==> src/rtl/gate_selftest_pkg.sv <==
// ---------------------------------------------------------------------------
// gate_selftest_pkg
// Shared definitions for the basic-gate self-test sequencer:
//   - state_e        : sequencer FSM states
//   - NUM_GATES      : number of gate outputs checked (y1..y7)
//   - Y*_BIT         : bit position of each gate output inside y[6:0]
//   - GOLDEN[0:3]    : expected y[6:0] for vector index {a,b} = 0..3
//   - golden_eqn()   : golden value from the gate equations (reference form
//                      of the GOLDEN table)
// ---------------------------------------------------------------------------
package gate_selftest_pkg;

  localparam int NUM_GATES = 7;

  localparam int Y1_BIT = 0;  // a & b
  localparam int Y2_BIT = 1;  // a | b
  localparam int Y3_BIT = 2;  // ~(a & b)
  localparam int Y4_BIT = 3;  // ~(a | b)
  localparam int Y5_BIT = 4;  // a ^ b
  localparam int Y6_BIT = 5;  // ~(a ^ b)
  localparam int Y7_BIT = 6;  // ~a

  typedef enum logic [2:0] {
    IDLE   = 3'd0,
    DRIVE  = 3'd1,
    SETTLE = 3'd2,
    CHECK  = 3'd3,
    DONE   = 3'd4
  } state_e;

  // Indexed by {a,b}
  localparam logic [NUM_GATES-1:0] GOLDEN [0:3] = '{7'h6C, 7'h56, 7'h16, 7'h23};

  function automatic logic [NUM_GATES-1:0] golden_eqn(input logic a, input logic b);
    logic [NUM_GATES-1:0] g;
    g         = 7'h00;
    g[Y1_BIT] = a & b;
    g[Y2_BIT] = a | b;
    g[Y3_BIT] = ~(a & b);
    g[Y4_BIT] = ~(a | b);
    g[Y5_BIT] = a ^ b;
    g[Y6_BIT] = ~(a ^ b);
    g[Y7_BIT] = ~a;
    return g;
  endfunction

endpackage

==> src/rtl/gate_selftest_seq_golden_lut.sv <==
// ---------------------------------------------------------------------------
// gate_golden_lut
// Combinational lookup of the expected gate-unit outputs for one vector.
// Ports:
//   i_idx     in  2  vector index, {a,b}
//   o_golden  out 7  expected y[6:0] (bit0 = y1 .. bit6 = y7)
// ---------------------------------------------------------------------------
module gate_golden_lut
  import gate_selftest_pkg::*;
(
  input  logic [1:0]           i_idx,
  output logic [NUM_GATES-1:0] o_golden
);

  // Table lookup of the golden vector
  always_comb begin
    o_golden = GOLDEN[0];
    case (i_idx)
      2'd0:    o_golden = GOLDEN[0];
      2'd1:    o_golden = GOLDEN[1];
      2'd2:    o_golden = GOLDEN[2];
      2'd3:    o_golden = GOLDEN[3];
      default: o_golden = GOLDEN[0];
    endcase
  end

endmodule

==> src/rtl/gate_selftest_seq.sv <==
// ---------------------------------------------------------------------------
// gate_selftest_seq
// Built-in self-test controller for the shared two-input basic-gate unit.
// On start it drives the four (a,b) vectors in order 00,01,10,11, waits
// SETTLE_CYCLES after each drive, samples the seven gate outputs and checks
// them against the golden table. Reports pass, a saturating count of
// mismatching vectors and the OR of all per-output differences.
//
// Parameters:
//   SETTLE_CYCLES  wait cycles between drive and sample (0 allowed)
//   ERR_CNT_W      width of err_cnt (saturates at all-ones)
// Ports:
//   clk        in   1          rising-edge clock
//   rst_n      in   1          asynchronous active-low reset
//   start      in   1          starts one sweep (sampled in IDLE only)
//   a_o, b_o   out  1          registered drive to gate unit inputs
//   y_i        in   7          gate unit outputs, bit0 = y1 .. bit6 = y7
//   busy       out  1          high whenever not IDLE
//   done       out  1          one-cycle pulse at sweep end
//   pass       out  1          last sweep had no mismatch
//   err_cnt    out  ERR_CNT_W  mismatching vectors in last sweep
//   fail_mask  out  7          OR of (y_i ^ golden) over last sweep
// Optional (macro GATE_SELFTEST_SNAPSHOT_EN):
//   fail_valid out  1          a mismatch was captured this sweep
//   fail_vec   out  2          vector index of the first mismatch
//   fail_y     out  7          y_i observed at the first mismatch
// ---------------------------------------------------------------------------
module gate_selftest_seq
  import gate_selftest_pkg::*;
#(
  parameter int SETTLE_CYCLES = 1,
  parameter int ERR_CNT_W     = 3
) (
  input  logic                 clk,
  input  logic                 rst_n,
  input  logic                 start,
  output logic                 a_o,
  output logic                 b_o,
  input  logic [NUM_GATES-1:0] y_i,
  output logic                 busy,
  output logic                 done,
  output logic                 pass,
  output logic [ERR_CNT_W-1:0] err_cnt,
  output logic [NUM_GATES-1:0] fail_mask
`ifdef GATE_SELFTEST_SNAPSHOT_EN
  ,
  output logic                 fail_valid,
  output logic [1:0]           fail_vec,
  output logic [NUM_GATES-1:0] fail_y
`endif
);

  localparam int CNT_W = (SETTLE_CYCLES <= 1) ? 1 : $clog2(SETTLE_CYCLES + 1);
  localparam logic [CNT_W-1:0] SETTLE_LAST =
    (SETTLE_CYCLES == 0) ? '0 : CNT_W'(SETTLE_CYCLES - 1);
  localparam logic [ERR_CNT_W-1:0] ERR_MAX = '1;

  state_e                r_state;
  state_e                w_state_nxt;
  logic [1:0]            r_idx;
  logic [CNT_W-1:0]      r_settle_cnt;
  logic                  r_a;
  logic                  r_b;
  logic                  r_busy;
  logic                  r_done;
  logic                  r_pass;
  logic [ERR_CNT_W-1:0]  r_err;
  logic [NUM_GATES-1:0]  r_mask;
  logic [NUM_GATES-1:0]  w_golden;
  logic [NUM_GATES-1:0]  w_diff;
  logic                  w_mismatch;
  logic [ERR_CNT_W-1:0]  w_err_nxt;
  logic [1:0]            w_idx_nxt;

  gate_golden_lut u_lut (
    .i_idx    (r_idx),
    .o_golden (w_golden)
  );

  // Compare the sampled gate outputs and form the saturating count update
  always_comb begin
    w_diff     = y_i ^ w_golden;
    w_mismatch = |w_diff;
    w_idx_nxt  = r_idx + 2'd1;
    if (w_mismatch && (r_err != ERR_MAX)) begin
      w_err_nxt = r_err + 1'b1;
    end else begin
      w_err_nxt = r_err;
    end
  end

  // Next-state decode
  always_comb begin
    w_state_nxt = r_state;
    case (r_state)
      IDLE: begin
        if (start) begin
          w_state_nxt = DRIVE;
        end else begin
          w_state_nxt = IDLE;
        end
      end
      DRIVE: begin
        if (SETTLE_CYCLES == 0) begin
          w_state_nxt = CHECK;
        end else begin
          w_state_nxt = SETTLE;
        end
      end
      SETTLE: begin
        if (r_settle_cnt == SETTLE_LAST) begin
          w_state_nxt = CHECK;
        end else begin
          w_state_nxt = SETTLE;
        end
      end
      CHECK: begin
        if (r_idx == 2'd3) begin
          w_state_nxt = DONE;
        end else begin
          w_state_nxt = DRIVE;
        end
      end
      DONE:    w_state_nxt = IDLE;
      default: w_state_nxt = IDLE;
    endcase
  end

  // State register
  always_ff @(posedge clk or negedge rst_n) begin
    if (!rst_n) begin
      r_state <= IDLE;
    end else begin
      r_state <= w_state_nxt;
    end
  end

  // Datapath: vector drive, settle timer, result accumulation
  always_ff @(posedge clk or negedge rst_n) begin
    if (!rst_n) begin
      r_idx        <= 2'd0;
      r_settle_cnt <= '0;
      r_a          <= 1'b0;
      r_b          <= 1'b0;
      r_busy       <= 1'b0;
      r_done       <= 1'b0;
      r_pass       <= 1'b0;
      r_err        <= '0;
      r_mask       <= '0;
    end else begin
      // busy/done are registered from the next state so they line up with it
      r_busy <= (w_state_nxt != IDLE);
      r_done <= (w_state_nxt == DONE);
      case (r_state)
        IDLE: begin
          if (start) begin
            r_idx  <= 2'd0;
            r_a    <= 1'b0;
            r_b    <= 1'b0;
            r_err  <= '0;
            r_mask <= '0;
            r_pass <= 1'b0;
          end
        end
        DRIVE:  r_settle_cnt <= '0;
        SETTLE: r_settle_cnt <= r_settle_cnt + 1'b1;
        CHECK: begin
          r_err  <= w_err_nxt;
          r_mask <= r_mask | w_diff;
          if (r_idx != 2'd3) begin
            r_idx <= w_idx_nxt;
            r_a   <= w_idx_nxt[1];
            r_b   <= w_idx_nxt[0];
          end else begin
            // Uses the count including this last vector so pass is valid with done
            r_pass <= (w_err_nxt == '0);
          end
        end
        DONE: begin
          r_a <= 1'b0;
          r_b <= 1'b0;
        end
        default: begin
          r_idx <= 2'd0;
        end
      endcase
    end
  end

`ifdef GATE_SELFTEST_SNAPSHOT_EN
  logic                 r_fail_valid;
  logic [1:0]           r_fail_vec;
  logic [NUM_GATES-1:0] r_fail_y;

  // Capture the first mismatching vector of a sweep; later ones are ignored
  always_ff @(posedge clk or negedge rst_n) begin
    if (!rst_n) begin
      r_fail_valid <= 1'b0;
      r_fail_vec   <= 2'd0;
      r_fail_y     <= '0;
    end else if ((r_state == IDLE) && start) begin
      r_fail_valid <= 1'b0;
      r_fail_vec   <= 2'd0;
      r_fail_y     <= '0;
    end else if ((r_state == CHECK) && w_mismatch && !r_fail_valid) begin
      r_fail_valid <= 1'b1;
      r_fail_vec   <= r_idx;
      r_fail_y     <= y_i;
    end
  end

  assign fail_valid = r_fail_valid;
  assign fail_vec   = r_fail_vec;
  assign fail_y     = r_fail_y;
`endif

  assign a_o       = r_a;
  assign b_o       = r_b;
  assign busy      = r_busy;
  assign done      = r_done;
  assign pass      = r_pass;
  assign err_cnt   = r_err;
  assign fail_mask = r_mask;

endmodule

==> config.mk <==
export PLATFORM = sky130hd
export DESIGN_NAME = gate_selftest_seq
export DESIGN_NICKNAME = d
export VERILOG_FILES = /design/src/rtl/gate_selftest_pkg.sv /design/src/rtl/gate_selftest_seq_golden_lut.sv /design/src/rtl/gate_selftest_seq.sv
export SDC_FILE = /design/constraint.sdc
export NUM_CORES = 1
export LEC_CHECK = 0
export ABC_AREA = 1
export CAP_MARGIN = 20
export CORE_ASPECT_RATIO = 1.4
export CORE_MARGIN = 2
export CORE_UTILIZATION = 53
export CTS_CLUSTER_DIAMETER = 120
export DETAILED_ROUTE_END_ITERATION = 8
export PLACE_DENSITY_LB_ADDON = 0.05
export SYNTH_ARGS = -nofsm -noshare
export SYNTH_HDL_FRONTEND = slang
export SYNTH_HIERARCHICAL = 1
export SYNTH_SLANG_ARGS = --single-unit
==> constraint.sdc <==
create_clock -name clk -period 4.4 [get_ports clk]
set_input_delay 0.88 -clock clk [delete_from_list [all_inputs] [get_ports clk]]
set_output_delay 0.88 -clock clk [all_outputs]
set_load 0.02 [all_outputs]
==> results of run 1 <==
[cell families after synthesis]
group / share of synthesized area (%)
xor gates and xnor gates: 0.752
DFF: 45.1
and+or+nand+nor: 32.4
AOI/OAI and AO/OA: 3.22
buffers and inverters: 9.88
adders and majority gates: 8.59
[routing by layer]
| layer | share of wire [%] | GRT usage (%) |
|---|---|---|
| met1 | 43 | 20.6 |
| met2 | 52 | 37.0 |
| met3 | 2.9 | 4.27 |
| met4 | 1.6 | 11.3 |
| met5 | 0 | 0 |
[state kept, by name, summed over array words and instances (netlist names)]
register and cells:
r_settle_cnt 1, done 1, r_state 3, r_idx 2
busy 1, a_o 1, pass 1, b_o 1
fail_mask 7, err_cnt 3
[area by class of cell]
| class | instances | area (um^2) |
|---|---|---|
| Inverter | 30 | 115 |
| Timing Repair Buffer | 24 | 240 |
| Clock buffer | 4 | 26.3 |
| Tap cell | 22 | 27.5 |
| Sequential cell | 21 | 526 |
| Multi-Input combinational cell | 106 | 524 |
| Fill cell | 181 | 668 |
[power by group through the flow]
stage,combinational (W),clock (W),sequential (W)
3_3_place_gp,0.000539,0,0.000328
3_5_place_dp,0.000559,0,0.000335
2_1_floorplan,0.000296,0,0.000392
5_1_grt,0.000621,0.000104,0.000341
4_1_cts,0.000562,0.0000931,0.000331
6_report,0.000553,0.0000896,0.000331
[layout by cell type (no fill, tap or decap)]
cell / count
sky130_fd_sc_hd__clkbuf_1: 1
sky130_fd_sc_hd__dfrtp_1: 21
sky130_fd_sc_hd__nor2_1: 26
sky130_fd_sc_hd__nand3_1: 6
sky130_fd_sc_hd__inv_4: 1
sky130_fd_sc_hd__o21ai_0: 4
sky130_fd_sc_hd__nor2_4: 2
sky130_fd_sc_hd__clkbuf_4: 3
sky130_fd_sc_hd__nand2_1: 48
sky130_fd_sc_hd__ha_1: 8
sky130_fd_sc_hd__a21oi_1: 2
sky130_fd_sc_hd__nand3b_1: 1
sky130_fd_sc_hd__nand2_2: 1
sky130_fd_sc_hd__clkdlybuf4s50_1: 24
sky130_fd_sc_hd__a21o_1: 1
sky130_fd_sc_hd__xor2_1: 1
sky130_fd_sc_hd__nor2_2: 2
sky130_fd_sc_hd__nor3_1: 3
sky130_fd_sc_hd__nand4_1: 1
sky130_fd_sc_hd__inv_1: 29
[per-stage QoR]
stage	instance area, um^2	power (W)	cells
finish	1460	0.000974	207
global route	1460	0.00107	207
CTS	1460	0.000986	207
detailed placement	1430	0.000895	203
global placement	1430	0.000867	203
floorplan	1160	0.000688	157
[worst paths after layout]
path                                          start  depth (start not counted)  slack, ns                  endpoint
max                          err_cnt[2]$_DFFE_PN0P_                          1       2.16                err_cnt[2]
min                        r_settle_cnt$_DFFE_PN0P_                          1       0.50  r_settle_cnt$_DFFE_PN0P_
max reg2reg                    r_idx[0]$_DFFE_PN0P_                         15       2.53          pass$_DFFE_PN0P_
min reg2reg                r_settle_cnt$_DFFE_PN0P_                          1       0.50  r_settle_cnt$_DFFE_PN0P_
max in group asynchronous                     rst_n                          1       2.77  fail_mask[3]$_DFFE_PN0P_
min in group asynchronous                     rst_n                          1       1.08            done$_DFF_PN0_
==> impl_summary.txt, run 1 <==
----------------------------------------------------
[Run status]
  Outcome ... completed

[Cells and area]
  Proportion of layout cells with a drive suffix above 1 ... 4.86%
  Layout overhead on the synthesized area ... 25.2%
  Antenna diode instance count ... 0
  Total number of nets in the final design ... 204
  Core utilization of the finished layout ... 68.6%

[Global route]
  Number of global-route vias before repair ... 980
  Total congestion overflow ... 0
  Maximum number of pins on one net before global-route repair ... 22
  Initial antenna violation count ... 0
  First-pass GRT wire length ... 3860 um
  Overall routing resource usage ... 20.2%

[Synthesis]
  Net Count, Synth ... 175
  Primary FF master, synth ... sky130_fd_sc_hd__dfrtp_1
  Library cell with the largest summed area after synthesis ... sky130_fd_sc_hd__dfrtp_1
  Avg Inst Size Synth ... 7.42 um^2
  Number of flops mapped to enable cells by yosys ... 0
  Top post-synthesis cells by area ... sky130_fd_sc_hd__dfrtp_1 (45%), sky130_fd_sc_hd__nand2_1 (15%), sky130_fd_sc_hd__inv_1 (9.3%), sky130_fd_sc_hd__ha_1 (8.6%), sky130_fd_sc_hd__nor2_1 (8.4%)
  Post-synthesis instance total ... 157
  Post-synth cell types ... 17
  Post-synthesis register bit count ... 21
  Most repeated cell in the gate-level netlist after synthesis ... sky130_fd_sc_hd__nand2_1
  Netlist Area Pre-Place ... 0.00116 mm^2
  Share of synthesized area occupied by flip-flops and latches ... 45.1%
  Fraction of synthesis flops using an asynchronous set or reset pin ... 100%
  Synthesis Warnings ... 6
  Leading cell types by count after synthesis ... sky130_fd_sc_hd__nand2_1 (48), sky130_fd_sc_hd__inv_1 (29), sky130_fd_sc_hd__nor2_1 (26)
  Area share of the largest cell type after synthesis ... 45.1%

[Clock tree]
  Clock tree from TritonCTS ... yes
  Post-CTS Setup Repair Bufs ... 0
  Num CTS Buffers ... 3
  Number of buffers on the longest clock path ... 2
  Clock-pin slew on the worst setup and hold paths ... 0.11 ns
  PostCTS Resize Cnt ... 0
  Number of clock sinks seen by CTS ... 21
  Number of H-tree levels ... 1
  Cell at the root of the clock tree ... sky130_fd_sc_hd__clkbuf_4
  Worst-skew pair later-pin latency ... 0.30 ns
  Count of hold-fix buffers inserted at cts ... 0

[Critical path]
  Crit end category ... output port
  Critical path launch point type ... register
  Worst Path Required ... 3.52 ns
  Top Family by Delay on Critical Path ... buffers and inverters
  Critical setup path kind ... register to output port
  Buffering stage count on the worst path with inverters included ... 1
  Largest fanout on the critical path ... 4
  Sequence of cells on the critical path ... clkdlybuf4s50_1
  Max stage delay cell, worst path ... sky130_fd_sc_hd__clkdlybuf4s50_1
  Delay contributed by the slowest stage of the critical path ... 0.63 ns
  CP arrival ... 1.36 ns

[Drt]
  Total DRC errors in the routed layout ... 0
  Number of optimization iterations in the first detailed-route pass ... 4
  Post-DRT Antenna Nets ... 0
  DR WL/cell ... 11.0 um
  Sum of routed wire length over all layers ... 2280 um
  Via count normalized by instance count ... 4.93
  Via count of the routed design ... 1020
  Initial detailed-routing violation count ... 9

[Pwr]
  Net switching power of the design ... 0.000440 W
  Areal power density over the cells ... 667 mW/mm^2
  P_leak ... 0.835 nW
  Cell internal pwr ... 0.000534 W
  VDD IR max ... 0.413 mV
  Power share of the sequential group ... 34.0%
  Gate power share ... 56.8%
  Share of total power consumed by net switching ... 45.2%
  Clock Power Share ... 9.2%

[STA]
  Count of final setup violators ... 0
  Setup Total Neg Slack ... 0 ns
  Worst hold slack ... 0.502 ns
  Final setup margin ... 2.16 ns
  Final Critical Period ... 2.24 ns
  Slew at the pin closest to its max-slew limit ... 0.901 ns
  Final hold viol count ... 0
  Number of slew-limit violations in the final report ... 0
  Maximum operating frequency ... 447 MHz
  Relative slew margins ... 39.8%
  Final setup skew ... 0.00525 ns
  Post-route fraction of the period consumed by the critical path ... 50.9%
  RSZ-0062 raised after global routing ... false

[Floorplanning]
  Core box area ... 0.00213 mm^2
  X dimension of the die ... 43.6 um
  Cell row count ... 20
  Die Footprint ... 0.00259 mm^2
  Floorplan die height ... 59.5 um
  Effective utilization at floorplan ... 54.8%
  Ports placed on the boundary ... 25

[Place]
  Count of buffers inserted at the top-level ports ... 24
  Half-perimeter wire length after placement ... 1840 um
  Post-Place Setup Slack ... 2.11 ns
  Final RePlAce weighted congestion ... 0.794

[Job]
  Max cap viols ... 0

[Worst hold path]
  Worst min path class ... register to register

----------------------------------------------------
Note: power is estimated with default switching activity, not from simulation.
==> run 2, diff against run 1 <==
Settings changed: CORE_UTILIZATION 53 to 49.
Clock period 4.4 ns to 2.1 ns, I/O delays scaled along.
==> run 2 against run 1 <==
Effect of this change: combinational power grew 120%; worst setup slack lost 1.9 ns; sequential share of layout area shrank 0.58 points; register-to-register slack lost 2.2 ns; largest cell class unchanged; sequential power grew 110%; critical path type is now register to register; design area grew 1.9%; critical path depth grew 14.
==> impl_summary.txt, run 2 (synthesized netlist as in run 1, its figures left out) <==
----------------------------------------------------
[Run status]
  Outcome ... completed

[Cells and area]
  Layout overhead on the synthesized area ... 27.6%
  Sequential Area ... 527 um^2 (+0.24%)
  Final non-filler cell area ... 0.00149 mm^2 (+1.9%)
  Non-filler cells in the finished layout ... 210 (+1.4%)
  Commonest cells after routing, fill and taps aside ... sky130_fd_sc_hd__nand2_1 (47), sky130_fd_sc_hd__inv_1 (29), sky130_fd_sc_hd__nor2_1 (26)
  Number of flip-flops in the largest register ... 7 (unchanged)
  Total number of nets in the final design ... 207 (+1.5%)
  Number of filler cells placed in the layout ... 203 (+12%)
  Proportion of layout cells with a drive suffix above 1 ... 7.98% (+3.1 points)
  Multi-input combinational cell area ... 527 um^2 (+0.48%)
  Antenna diode instance count ... 0 (unchanged)
  Most common cell after layout, fill and taps aside ... sky130_fd_sc_hd__nand2_1

[STA]
  Post-route fraction of the period consumed by the critical path ... 86.6%
  Final hold viol count ... 0 (unchanged)
  RSZ-0062 raised after global routing ... false
  Count of final setup violators ... 0 (unchanged)
  Final Critical Period ... 1.82 ns
  Number of slew-limit violations in the final report ... 0 (unchanged)
  Maximum operating frequency ... 550 MHz
  Setup Total Neg Slack ... 0 ns (unchanged)
  Slew at the pin closest to its max-slew limit ... 0.354 ns (-0.547 ns)
  Relative slew margins ... 76.3% (+36 points)
  Final setup skew ... 0.00532 ns (+0.0000678 ns)

[Floorplanning]
  X dimension of the die ... 45.2 um (+3.6%)
  Floorplan die height ... 61.7 um (+3.7%)
  Core box area ... 0.00220 mm^2 (+3.5%)
  Ports placed on the boundary ... 25 (unchanged)
  Cell row count ... 20 (unchanged)
  Die Footprint ... 0.00279 mm^2 (+7.5%)
  Effective utilization at floorplan ... 52.9% (-1.9 points)

[Critical path]
  Register-to-Register Setup Slack ... 0.28 ns (-2.25 ns)
  Reg2reg start ... r_idx[1]$_DFFE_PN0P_
  Capture instance of the worst register-to-register path ... pass$_DFFE_PN0P_
  Critical path launch point type ... register
  Crit end category ... register
  Critical setup path kind ... register to register
  Largest fanout on the critical path ... 5 (+1)
  Depth of the worst register-to-register path ... 15 (unchanged)
  Worst setup path startpoint ... r_idx[1]$_DFFE_PN0P_
  CP Capture Point ... pass$_DFFE_PN0P_
  Worst Path Required ... 2.32 ns (-1.20 ns)
  CP arrival ... 2.04 ns (+0.68 ns)

[Clock tree]
  Num CTS Buffers ... 3 (unchanged)
  Number of H-tree levels ... 1 (unchanged)
  Number of buffers on the longest clock path ... 2 (unchanged)
  Clock-pin slew on the worst setup and hold paths ... 0.11 ns (about the same)
  Number of clock sinks seen by CTS ... 21 (unchanged)
  Worst-skew pair later-pin latency ... 0.31 ns (about the same)
  Clock tree from TritonCTS ... yes
  Count of hold-fix buffers inserted at cts ... 0 (unchanged)
  Cell at the root of the clock tree ... sky130_fd_sc_hd__clkbuf_4

[Place]
  Placed instance count ... 204 (+0.49%)
  Half-perimeter wire length after placement ... 1890 um (+2.8%)
  Count of buffers inserted at the top-level ports ... 24 (unchanged)
  Area post-placement ... 0.00144 mm^2 (+0.52%)
  Final RePlAce weighted congestion ... 0.751 (-5.4%)

[Pwr]
  VDD IR max ... 0.765 mV (+85%)
  Gate power share ... 57.5% (+0.7 points)
  Power, Total ... 0.00207 W (+110%)
  Clock Power Share ... 9.3% (about the same)
  Net switching power of the design ... 0.000929 W (+110%)
  Share of total power consumed by net switching ... 45.0% (-0.22 points)
  Cell internal pwr ... 0.00114 W (+110%)
  P_leak ... 0.851 nW (+2.0%)
  Power share of the sequential group ... 33.2% (-0.8 points)
  Areal power density over the cells ... 1390 mW/mm^2 (+110%)

[Global route]
  Initial antenna violation count ... 0 (unchanged)
  Number of global-route vias before repair ... 954 (-2.7%)
  First-pass GRT wire length ... 3820 um (-1.1%)
  Maximum number of pins on one net before global-route repair ... 22 (unchanged)
  Overall routing resource usage ... 19.3% (-0.91 points)
  Total congestion overflow ... 0 (unchanged)

[Drt]
  Total DRC errors in the routed layout ... 0 (unchanged)
  DR WL/cell ... 10.9 um (-0.87%)
  Sum of routed wire length over all layers ... 2290 um (+0.57%)
  Via count of the routed design ... 1031 (+1.1%)
  Number of optimization iterations in the first detailed-route pass ... 4 (unchanged)
  Via count normalized by instance count ... 4.91 (-0.37%)
  Post-DRT Antenna Nets ... 0 (unchanged)
  Initial detailed-routing violation count ... 15 (+6)

[Worst hold path]
  Worst min path class ... primary input to asynchronous set/reset pin

[Job]
  Max cap viols ... 0 (unchanged)

----------------------------------------------------
## run 2: layout make-up
cell class / count / area share (%)
timing repair buffer: 27 / 17.7
clock inverter: 1 / 0.337
inverter: 30 / 7.74
tap: 22 / 1.85
multi-input combinational: 106 / 35.4
clock buffer: 3 / 1.52
sequential: 21 / 35.4
## run 2: how the worst min path moves through the flow
stage | start | endpoint | slack [ns] | cells past startpoint
after floorplan | rst_n | a_o$_DFFE_PN0P_ | 0.12 | 0
after global placement | r_settle_cnt$_DFFE_PN0P_ | r_settle_cnt$_DFFE_PN0P_ | 0.47 | 1
after detailed placement | r_settle_cnt$_DFFE_PN0P_ | r_settle_cnt$_DFFE_PN0P_ | 0.48 | 1
after CTS | rst_n | b_o$_DFFE_PN0P_ | 0.43 | 2
after global routing | rst_n | a_o$_DFFE_PN0P_ | 0.45 | 2
final | rst_n | r_settle_cnt$_DFFE_PN0P_ | 0.43 | 2
## run 2: power by group through the flow
stage	sequential [W]	clock [W]	combinational, W
after floorplan	0.000821	0	0.000621
after global placement	0.000685	0	0.00114
after detailed placement	0.000698	0	0.00118
after CTS	0.000687	0.000201	0.00119
after global routing	0.000709	0.000215	0.00134
final	0.000686	0.000192	0.00119
## run 2: layer usage
metal	routed length, um	vias up	track usage (%)
met5	0	-	0
met2	1170	23	35.5
met4	102	0	12.6
met1	911	470	19.8
li1	-	529	-
met3	109	9	2.89
## run 2: metrics by stage
stage | util [%] | hold WS [ns] | worst slack (ns)
2_1_floorplan | - | 0.124 | 0.458
3_3_place_gp | 65.4 | 0.469 | 0.282
4_1_cts | 66.6 | 0.432 | 0.180
3_5_place_dp | 65.4 | 0.480 | 0.186
5_1_grt | 67.5 | 0.446 | 0.0158
6_report | 67.5 | 0.429 | 0.282
## run 2: critical path: stages (launching register included)
cell                      delay, ns
sky130_fd_sc_hd__dfrtp_1       0.42
sky130_fd_sc_hd__inv_1         0.10
sky130_fd_sc_hd__ha_1          0.33
sky130_fd_sc_hd__inv_1         0.07
sky130_fd_sc_hd__inv_1         0.05
sky130_fd_sc_hd__nand2_1       0.05
sky130_fd_sc_hd__nand2_1       0.07
sky130_fd_sc_hd__nand2_1       0.06
sky130_fd_sc_hd__nor2_1        0.10
sky130_fd_sc_hd__nand2_1       0.12
sky130_fd_sc_hd__nand2_2       0.10
sky130_fd_sc_hd__nand2_1       0.05
sky130_fd_sc_hd__nand2_1       0.07
sky130_fd_sc_hd__nor2_1        0.04
sky130_fd_sc_hd__nand2_1       0.06
sky130_fd_sc_hd__nand2_1       0.04
## run 2: repair_timing
item                                    in CTS  in global routing
gates resized for setup                      0                  2
endpoints found under the setup margin       0                  2
buffers inserted                             0                  2
